===== config.mk =====
export PLATFORM = sky130hd
export DESIGN_NAME = sdp_relu_layer_ctrl
export DESIGN_NICKNAME = d
export VERILOG_FILES = /design/src/rtl/sdp_relu_pkg.sv /design/src/rtl/sdp_relu_credit_cnt.sv /design/src/rtl/sdp_relu_layer_ctrl.sv
export SDC_FILE = /design/constraint.sdc
export NUM_CORES = 1
export LEC_CHECK = 0
export ABC_CLOCK_PERIOD_IN_PS = 3300
export BUFFER_PORTS_ARGS = -buffer_cell sky130_fd_sc_hd__buf_2
export CAP_MARGIN = 20
export CORE_ASPECT_RATIO = 0.75
export CORE_UTILIZATION = 56
export CTS_CLUSTER_DIAMETER = 120
export DETAILED_ROUTE_END_ITERATION = 10
export PLACE_DENSITY = 0.86
export RECOVER_POWER = 25
export SYNTH_ARGS = -nofsm -noshare
export SYNTH_HDL_FRONTEND = slang
export SYNTH_SLANG_ARGS = --single-unit

===== constraint.sdc =====
create_clock -name nvdla_core_clk -period 3.3 [get_ports nvdla_core_clk]
set_clock_uncertainty 0.2 [all_clocks]
set_input_delay 0.165 -clock nvdla_core_clk [delete_from_list [all_inputs] [get_ports nvdla_core_clk]]
set_output_delay 0.165 -clock nvdla_core_clk [all_outputs]
set_load 0.01 [all_outputs]

===== src/rtl/sdp_relu_pkg.sv =====
// Shared types and limits for the SDP ReLU stage: FSM states, precision codes, parameter ceilings.
package sdp_relu_pkg;

  localparam int PIPE_LAT_MAX = 7;
  localparam int CREDITS_MAX  = 15;
  localparam int LAT_W        = $clog2(PIPE_LAT_MAX + 1);

  typedef enum logic [1:0] {
    ST_IDLE  = 2'd0,
    ST_RUN   = 2'd1,
    ST_DRAIN = 2'd2,
    ST_DONE  = 2'd3
  } state_e;

  // Code 3 is reserved; the ReLU core treats it as int8, so it is carried through unchanged.
  typedef enum logic [1:0] {
    PREC_INT8  = 2'd0,
    PREC_INT16 = 2'd1,
    PREC_FP16  = 2'd2,
    PREC_RSVD  = 2'd3
  } prec_e;

endpackage


===== src/rtl/sdp_relu_credit_cnt.sv =====
// Up/down credit counter, resets full, saturates at MAX on an over-return and flags it stickily.
// Single-cycle update; the caller must only decrement while the count is non-zero.
module sdp_relu_credit_cnt
  import sdp_relu_pkg::*;
#(
  parameter int MAX = 4,
  parameter int W   = $clog2(MAX + 1)
) (
  input  logic         clk,
  input  logic         rst_n,
  input  logic         inc,
  input  logic         dec,
  output logic [W-1:0] cnt,
  output logic         err
);

  always_ff @(posedge clk or negedge rst_n) begin
    if (!rst_n) begin
      cnt <= W'(MAX);
      err <= 1'b0;
    end else if (inc && !dec) begin
      if (cnt == W'(MAX)) begin
        err <= 1'b1;
      end else begin
        cnt <= cnt + W'(1);
      end
    end else if (dec && !inc) begin
      if (cnt != '0) begin
        cnt <= cnt - W'(1);
      end
    end
  end

endmodule


===== src/rtl/sdp_relu_layer_ctrl.sv =====
// Per-layer sequencer: latches config at start, admits credit-gated beats into the ReLU pipe,
// then waits out the pipe latency and pulses layer_done / config-triosy once per layer.
module sdp_relu_layer_ctrl
  import sdp_relu_pkg::*;
#(
  parameter int PIPE_LAT = 2,
  parameter int CREDITS  = 4,
  parameter int CNT_W    = 13
) (
  input  logic             nvdla_core_clk,
  input  logic             nvdla_core_rstn,
  input  logic             op_en,
  input  logic [CNT_W-1:0] cfg_beat_cnt,
  input  logic             cfg_relu_bypass,
  input  logic [1:0]       cfg_precision,
  input  logic             up_vld,
  output logic             up_rdy,
  output logic             dp_issue,
  output logic             dp_last,
  output logic             dp_bypass,
  output logic [1:0]       dp_precision,
  input  logic             dn_credit_ret,
  output logic             cfg_relu_bypass_triosy_lz,
  output logic             layer_done,
  output logic             busy
);

  localparam int CRD_W = $clog2(CREDITS + 1);

  state_e           state_q, state_d;
  logic [CNT_W-1:0] beat_q;
  logic [CNT_W-1:0] beat_cnt_q;
  logic [LAT_W-1:0] lat_q;
  logic             bypass_q;
  prec_e            prec_q;
  logic [CRD_W-1:0] credit;
  logic             unused_credit_err;
  logic             last_beat;

  sdp_relu_credit_cnt #(
    .MAX (CREDITS),
    .W   (CRD_W)
  ) u_credit (
    .clk   (nvdla_core_clk),
    .rst_n (nvdla_core_rstn),
    .inc   (dn_credit_ret),
    .dec   (dp_issue),
    .cnt   (credit),
    .err   (unused_credit_err)
  );

  assign dp_issue     = up_rdy & up_vld;
  assign last_beat    = (beat_q == beat_cnt_q);
  assign dp_last      = dp_issue & last_beat;
  assign dp_bypass    = bypass_q;
  assign dp_precision = prec_q;

  always_comb begin
    state_d                   = state_q;
    up_rdy                    = 1'b0;
    busy                      = 1'b1;
    layer_done                = 1'b0;
    cfg_relu_bypass_triosy_lz = 1'b0;
    case (state_q)
      ST_IDLE: begin
        busy = 1'b0;
        if (op_en) state_d = ST_RUN;
      end
      ST_RUN: begin
        up_rdy = (credit != '0);
        if (up_rdy && up_vld && last_beat) state_d = ST_DRAIN;
      end
      ST_DRAIN: begin
        if (lat_q == '0) state_d = ST_DONE;
      end
      ST_DONE: begin
        layer_done                = 1'b1;
        cfg_relu_bypass_triosy_lz = 1'b1;
        state_d                   = ST_IDLE;
      end
      default: state_d = ST_IDLE;
    endcase
  end

  always_ff @(posedge nvdla_core_clk or negedge nvdla_core_rstn) begin
    if (!nvdla_core_rstn) begin
      state_q <= ST_IDLE;
    end else begin
      state_q <= state_d;
    end
  end

  // Shadow config only moves on an accepted start, so mid-layer cfg changes are invisible.
  always_ff @(posedge nvdla_core_clk or negedge nvdla_core_rstn) begin
    if (!nvdla_core_rstn) begin
      beat_cnt_q <= '0;
      bypass_q   <= 1'b0;
      prec_q     <= PREC_INT8;
    end else if (state_q == ST_IDLE && op_en) begin
      beat_cnt_q <= cfg_beat_cnt;
      bypass_q   <= cfg_relu_bypass;
      prec_q     <= prec_e'(cfg_precision);
    end
  end

  always_ff @(posedge nvdla_core_clk or negedge nvdla_core_rstn) begin
    if (!nvdla_core_rstn) begin
      beat_q <= '0;
    end else if (state_q == ST_IDLE && op_en) begin
      beat_q <= '0;
    end else if (dp_issue) begin
      beat_q <= beat_q + CNT_W'(1);
    end
  end

  // Loaded with PIPE_LAT-1 so DRAIN spans PIPE_LAT cycles and DONE lands at last+PIPE_LAT+1.
  always_ff @(posedge nvdla_core_clk or negedge nvdla_core_rstn) begin
    if (!nvdla_core_rstn) begin
      lat_q <= '0;
    end else if (dp_last) begin
      lat_q <= LAT_W'(PIPE_LAT - 1);
    end else if (state_q == ST_DRAIN && lat_q != '0) begin
      lat_q <= lat_q - LAT_W'(1);
    end
  end

endmodule


## Word level (Yosys, flattened, before mapping)

Index checks and enable logic that the tools add are counted.

- Bits in registers: 37
- Latch bits: 0
- Memory bits (writable): 0
- Bits in read-only memories: 0
- Input bits: 21
- Memories kept: 0

- Add/subtract/negate cells: 4
- Multipliers: 0
- Divide/modulo/power cells: 0
- $lt $le $gt $ge: 0
- Equality and inequality tests: 9
- Shift-type cells: 0
- Mux-type cells: 15
- Bitwise logic cells: 2
- Reduce and logical (&&, ||, !) cells: 18

Operators by type and width:

| operator | number |
|---|---|
| $mux 13 | 2 |
| $mux 3 | 6 |
| $add 13x1->13 const B | 1 |
| $eq 13x13->1 | 1 |
| $ne 2x2->1 const B | 4 |
| $pmux 2 s4 | 1 |
| $reduce_bool 2->1 | 4 |
| $logic_and 1x1->1 | 6 |
| $mux 2 | 3 |
| $reduce_and 3->1 | 2 |
| $reduce_bool 3->1 | 2 |
| $sub 3x1->3 const B | 2 |
| $eq 2x2->1 const B | 2 |
| $add 3x1->3 const B | 1 |
| $eq 3x3->1 const B | 1 |
| $logic_not 3->1 | 1 |
| $mux 1 | 3 |
| $and 1x1->1 | 2 |
| $eq 2x1->1 const B | 1 |
| $logic_not 1->1 | 2 |
| $logic_not 2->1 | 1 |

## Logic depth before layout (Yosys ltp)

- Word-level depth: 7
- Depth in mapped cells: 10

## Cells and area by module

A second synthesis with hierarchy kept.

- Cell total of the unflattened synthesis: 179
- Area total of the unflattened synthesis: 2010.7 µm²

By module, submodules not included:

| module | times used | cells each | area each (µm²) | sequential area each (µm²) |
|---|---|---|---|---|
| sdp_relu_layer_ctrl | 1 | 155 | 1757.9 | 850.8 |
| sdp_relu_credit_cnt | 1 | 24 | 252.7 | 101.3 |

## Worst setup path after synthesis

No wires, ideal clock.

- Path type: flip-flop to flip-flop
- Start: reg u_credit.cnt[0]
- End: reg u_credit.cnt[2]
- Arrival time: 2.067 ns
- Slack: 0.949 ns
- Cell stages (with the launch flop): 9
- Period minus slack after synthesis: 2.351 ns
- Cell sequence: dfrtp_1 > o311ai_4 > inv_4 > nor2_1 > inv_1 > fa_1 > nor3_1 > o21bai_1 > a21oi_1

- Cells in the longest elaborated chain, start to end: 7
- Elaborated cells between the ends (all ways): 17

Ends and longest elaborated chain:

| element | line | RTL |
|---|---|---|
| start: declaration | sdp_relu_credit_cnt.sv:13 | `output logic [W-1:0] cnt,` |
| start signal: assignment | sdp_relu_credit_cnt.sv:19 | `cnt <= W'(MAX);` |
| start signal: assignment | sdp_relu_credit_cnt.sv:25 | `cnt <= cnt + W'(1);` |
| start signal: assignment | sdp_relu_credit_cnt.sv:29 | `cnt <= cnt - W'(1);` |
| $reduce_bool 3->1 * | sdp_relu_layer_ctrl.sv:70 | `up_rdy = (credit != '0);` |
| $mux 1 * | sdp_relu_layer_ctrl.sv:64 | `case (state_q)` |
| $and 1x1->1 * | sdp_relu_layer_ctrl.sv:52 | `assign dp_issue = up_rdy & up_vld;` |
| named net dp_issue | sdp_relu_layer_ctrl.sv:18 | `output logic dp_issue,` |
| $logic_not 1->1 | sdp_relu_credit_cnt.sv:21 | `end else if (inc && !dec) begin` |
| $logic_and 1x1->1 | sdp_relu_credit_cnt.sv:21 |  |
| $ne 2x2->1 (no source line) / $reduce_bool 2->1 (equally long branches) | -- |  |
| $reduce_and 3->1 (no source line) | -- |  |

Mark *: on every way through the listed nets, which the timed path passes. The rest lies on a longest branch. The select of a mux whose other input is x is not followed.
A chain may end at the register's enable or synchronous reset.

## Worst setup path after layout

- Start: reg u_credit.cnt[0]
- End: reg u_credit.cnt[2]

- Cells in the longest elaborated chain, start to end: 7
- Elaborated cells between the ends (all ways): 17

Ends and longest elaborated chain:

| element | line |
|---|---|
| $reduce_bool 3->1 | sdp_relu_credit_cnt.sv:28, sdp_relu_layer_ctrl.sv:70 |
| $mux 1 | sdp_relu_layer_ctrl.sv:64 |
| $and 1x1->1 | sdp_relu_layer_ctrl.sv:52 |
| $logic_not 1->1 | sdp_relu_credit_cnt.sv:21 |
| $logic_and 1x1->1 | sdp_relu_credit_cnt.sv:21 |
| $ne 2x2->1 (no source line) / $reduce_bool 2->1 (equally long branches) | -- |
| $reduce_and 3->1 (no source line) | -- |

Parallel ways exist; a longest one is shown, timed or not. The select of a mux whose other input is x is not followed.

==> impl_metrics.env <==
export IMPL_crit_slowest_cell="o311ai_4"
export IMPL_clock_sinks=37
export IMPL_pwr_share_seq=0.418
export IMPL_hold_path_depth=3
export IMPL_worstPathCellList="o311ai_4 > inv_4 > nor2_1 > inv_1 > fa_1 > nor3_1 > o21bai_1 > a21oi_1"
export IMPL_dieArea_um2=3730
export IMPL_routed_wl_um=3780
export IMPL_slew_headroom=-0.295
export IMPL_min_to="u_credit.cnt[1]$_DFFE_PN0P_"
export IMPL_clk_latency_ns=0.30
export IMPL_grt_pass1_vias=1473
export IMPL_slowest_delay_ns=0.52
export IMPL_rows=18
export IMPL_synth_cell_types=34
export IMPL_fp_dieW_um=70.2
export IMPL_n_fill_cell=238
export IMPL_grt_usage=0.239
export IMPL_rsz0062_at_grt="false"
export IMPL_initial_utilization=0.591
export IMPL_drive_above_1_share=0.251
export IMPL_tightest_slew_ns=1.94
export IMPL_grt_pass1_wl_um=6510
export IMPL_die_h_um=53.2
export IMPL_reg2reg_depth=8
export IMPL_crit_type="reg -> reg"
export IMPL_failed_checks="capacitance limit, slew limit"
export IMPL_swShare=0.364
export IMPL_fin_util=0.727
export IMPL_fp_coreArea_um2=3310
export IMPL_async_flop_share=1.00
export IMPL_yosys_most_used_dff="dfrtp_1"
export IMPL_min_path_type="in -> reg"
export IMPL_worst_hold_slack_ns=0.0405
export IMPL_max_freq_mhz=381
export IMPL_peakVddDrop_mv=0.521
export IMPL_place_hpwl_um=2680
export IMPL_cts_hold_buf=17
export IMPL_synth_most_common_cell="dfrtp_1"
export IMPL_drc_errors=0
export IMPL_io_pins=30
export IMPL_grt_overflow=0
export IMPL_p_int_w=0.00117
export IMPL_synth_cells=176
export IMPL_crit_buf_inv=2
export IMPL_cts_tree="built"
export IMPL_cp_max_fo=8
export IMPL_synth_edff_count=0
export IMPL_synth_area_top_cells="dfrtp_1 46%, mux2_2 9.8%, xor2_1 6.3%"
export IMPL_p_comb_frac=0.395
export IMPL_synth_seq_area_share=0.474
export IMPL_viasPerCell=5.39
export IMPL_cts_buffer_depth=2
export IMPL_pwr_share_clk=0.187
export IMPL_htree_levels=2
export IMPL_p_leak_nw=1.12
export IMPL_ys_warn_count=0
export IMPL_drv_cap=1
export IMPL_cts_root_buf="clkbuf_8"
export IMPL_cp_data_required_time_ns=3.31
export IMPL_netlist_area_leader_share=0.461
export IMPL_synth_area_per_cell_um2=11.1
export IMPL_antenna_found_initial=0
export IMPL_drt_pass1_iterations=4
export IMPL_worstPathArrival_ns=2.64
export IMPL_io_buffers=29
export IMPL_clk_pin_slew_ns=0.07
export IMPL_n_antenna_cell=0
export IMPL_grt_max_degree=38
export IMPL_critPathLaunchType="flop"
export IMPL_synth_top_cell_by_area="dfrtp_1"
export IMPL_numCtsBuffers=5
export IMPL_status="complete, but fails checks"
export IMPL_place_gp_congestion=0.839
export IMPL_area_growth_pct=23.0
export IMPL_worstHoldStart="dn_credit_ret"
export IMPL_slew_violations=38
export IMPL_nets=256
export IMPL_first_iter_violations=52
export IMPL_path_delay_family="compound AO/OA/AOI/OAI gates"
export IMPL_hold_violations=0
export IMPL_synth_nets=206
export IMPL_layout_min_cycle_time_ns=2.63
export IMPL_cts_resized=0
export IMPL_ys_top_cells_by_count="36 x dfrtp_1, 18 x nor2_1, 17 x mux2_2"
export IMPL_cellPowerDensity_nw_per_um2=767
export IMPL_vias=1439
export IMPL_synth_seq_cells=37
export IMPL_cp_end_kind="flop"
export IMPL_r2r_setup_slack_ns=0.67
export IMPL_finalSetupViolations=0
export IMPL_switching_power_w=0.000672
export IMPL_drt_wirelength_per_cell_um=14.2
export IMPL_cts_setup_buffers=0
export IMPL_setup_tns_ns=0
export IMPL_r2r_start="u_credit.cnt[0]$_DFFE_PN0P_"
export IMPL_postRouteAntennaNets=0
export IMPL_finalCritPeriodShare=0.796
export IMPL_netlist_area_um2=1960
export IMPL_r2r_end="u_credit.cnt[2]$_DFFE_PN1P_"
==> worst max-delay path by stage <==
| stage | start | to | slack [ns] | cells after the start |
|---|---|---|---|---|
| final | u_credit.cnt[0]$_DFFE_PN0P_ | u_credit.cnt[2]$_DFFE_PN1P_ | 0.67 | 8 |
| after CTS | u_credit.cnt[0]$_DFFE_PN0P_ | u_credit.cnt[2]$_DFFE_PN1P_ | 0.71 | 8 |
| after global routing | u_credit.cnt[0]$_DFFE_PN0P_ | u_credit.cnt[2]$_DFFE_PN1P_ | 0.44 | 8 |
| after floorplan | u_credit.cnt[0]$_DFFE_PN0P_ | u_credit.cnt[2]$_DFFE_PN1P_ | 0.95 | 8 |
| after global placement | u_credit.cnt[0]$_DFFE_PN0P_ | u_credit.cnt[2]$_DFFE_PN1P_ | 0.84 | 8 |
| after detailed placement | u_credit.cnt[0]$_DFFE_PN0P_ | u_credit.cnt[2]$_DFFE_PN1P_ | 0.72 | 8 |
==> cells by family (layout without fill, tap and decap cells) <==
group,after synthesis,after routing,synth area share
AND/OR/NAND/NOR,51,51,0.145
AO/OA/AOI/OAI,19,19,0.0659
multiplexers,19,19,0.108
XOR/XNOR,25,25,0.112
buffers and inverters,16,67,0.0339
flip-flops,37,37,0.474
adder cells (fa/ha/maj),9,9,0.0614
==> registers in the layout, summed over array words and instances (netlist names) <==
signal / cells
beat_cnt_q: 13
beat_q: 13
lat_q: 3
u_credit.cnt: 3
dp_precision: 2
state_q: 2
dp_bypass: 1
==> power by group through the flow <==
stage | clock network, W | logic, W | registers (W)
floorplan | 0 | 0.000541 | 0.000756
global placement | 0 | 0.000682 | 0.000769
detailed placement | 0 | 0.000717 | 0.000780
CTS | 0.000357 | 0.000739 | 0.000772
global route | 0.000372 | 0.000813 | 0.000798
finish | 0.000346 | 0.000729 | 0.000771
==> metal layers <==
layer,global-route usage,share of wire,vias to the layer above
met3,0.0629,0.037,8
li1,-,-,698
met2,0.410,0.47,30
met5,0,0,-
met4,0.110,0.018,0
met1,0.285,0.47,703
==> cell usage in the layout, fill, tap and decap left out, drive strengths merged, types with 11 or more instances in the layout <==
| cell | count |
|---|---|
| buf | 26 |
| clkbuf | 11 |
| nor2 | 18 |
| dfrtp | 36 |
| xnor2 | 11 |
| mux2 | 17 |
| xor2 | 14 |
| inv | 12 |
| dlygate4sd3 | 17 |
==> stage by stage <==
step,power (W),area (um^2),instances,setup slack [ns]
finish,0.00185,2410,267,0.672
global route,0.00198,2410,267,0.442
CTS,0.00187,2410,267,0.712
detailed placement,0.00150,2140,242,0.725
global placement,0.00145,2140,242,0.839
floorplan,0.00130,1960,176,0.949
==> final cells by class <==
type	count	area (um^2)	area share
multi-input combinational	123	962	0.400
clock buffer	7	96.3	0.0400
inverter	12	47.5	0.0198
sequential	37	927	0.385
tap	40	50.0	0.0208
timing repair buffer	47	318	0.132
clock inverter	1	5.00	0.00208
==> worst register-to-register path: cells and delay by family (launching register included) <==
kind / cells / cell delay, ns
simple gates: 2 / 0.49
fa+ha+maj: 1 / 0.42
compound gates: 3 / 0.77
flops: 1 / 0.46
buf+inv: 2 / 0.22
(Power assumes the default switching activity.)
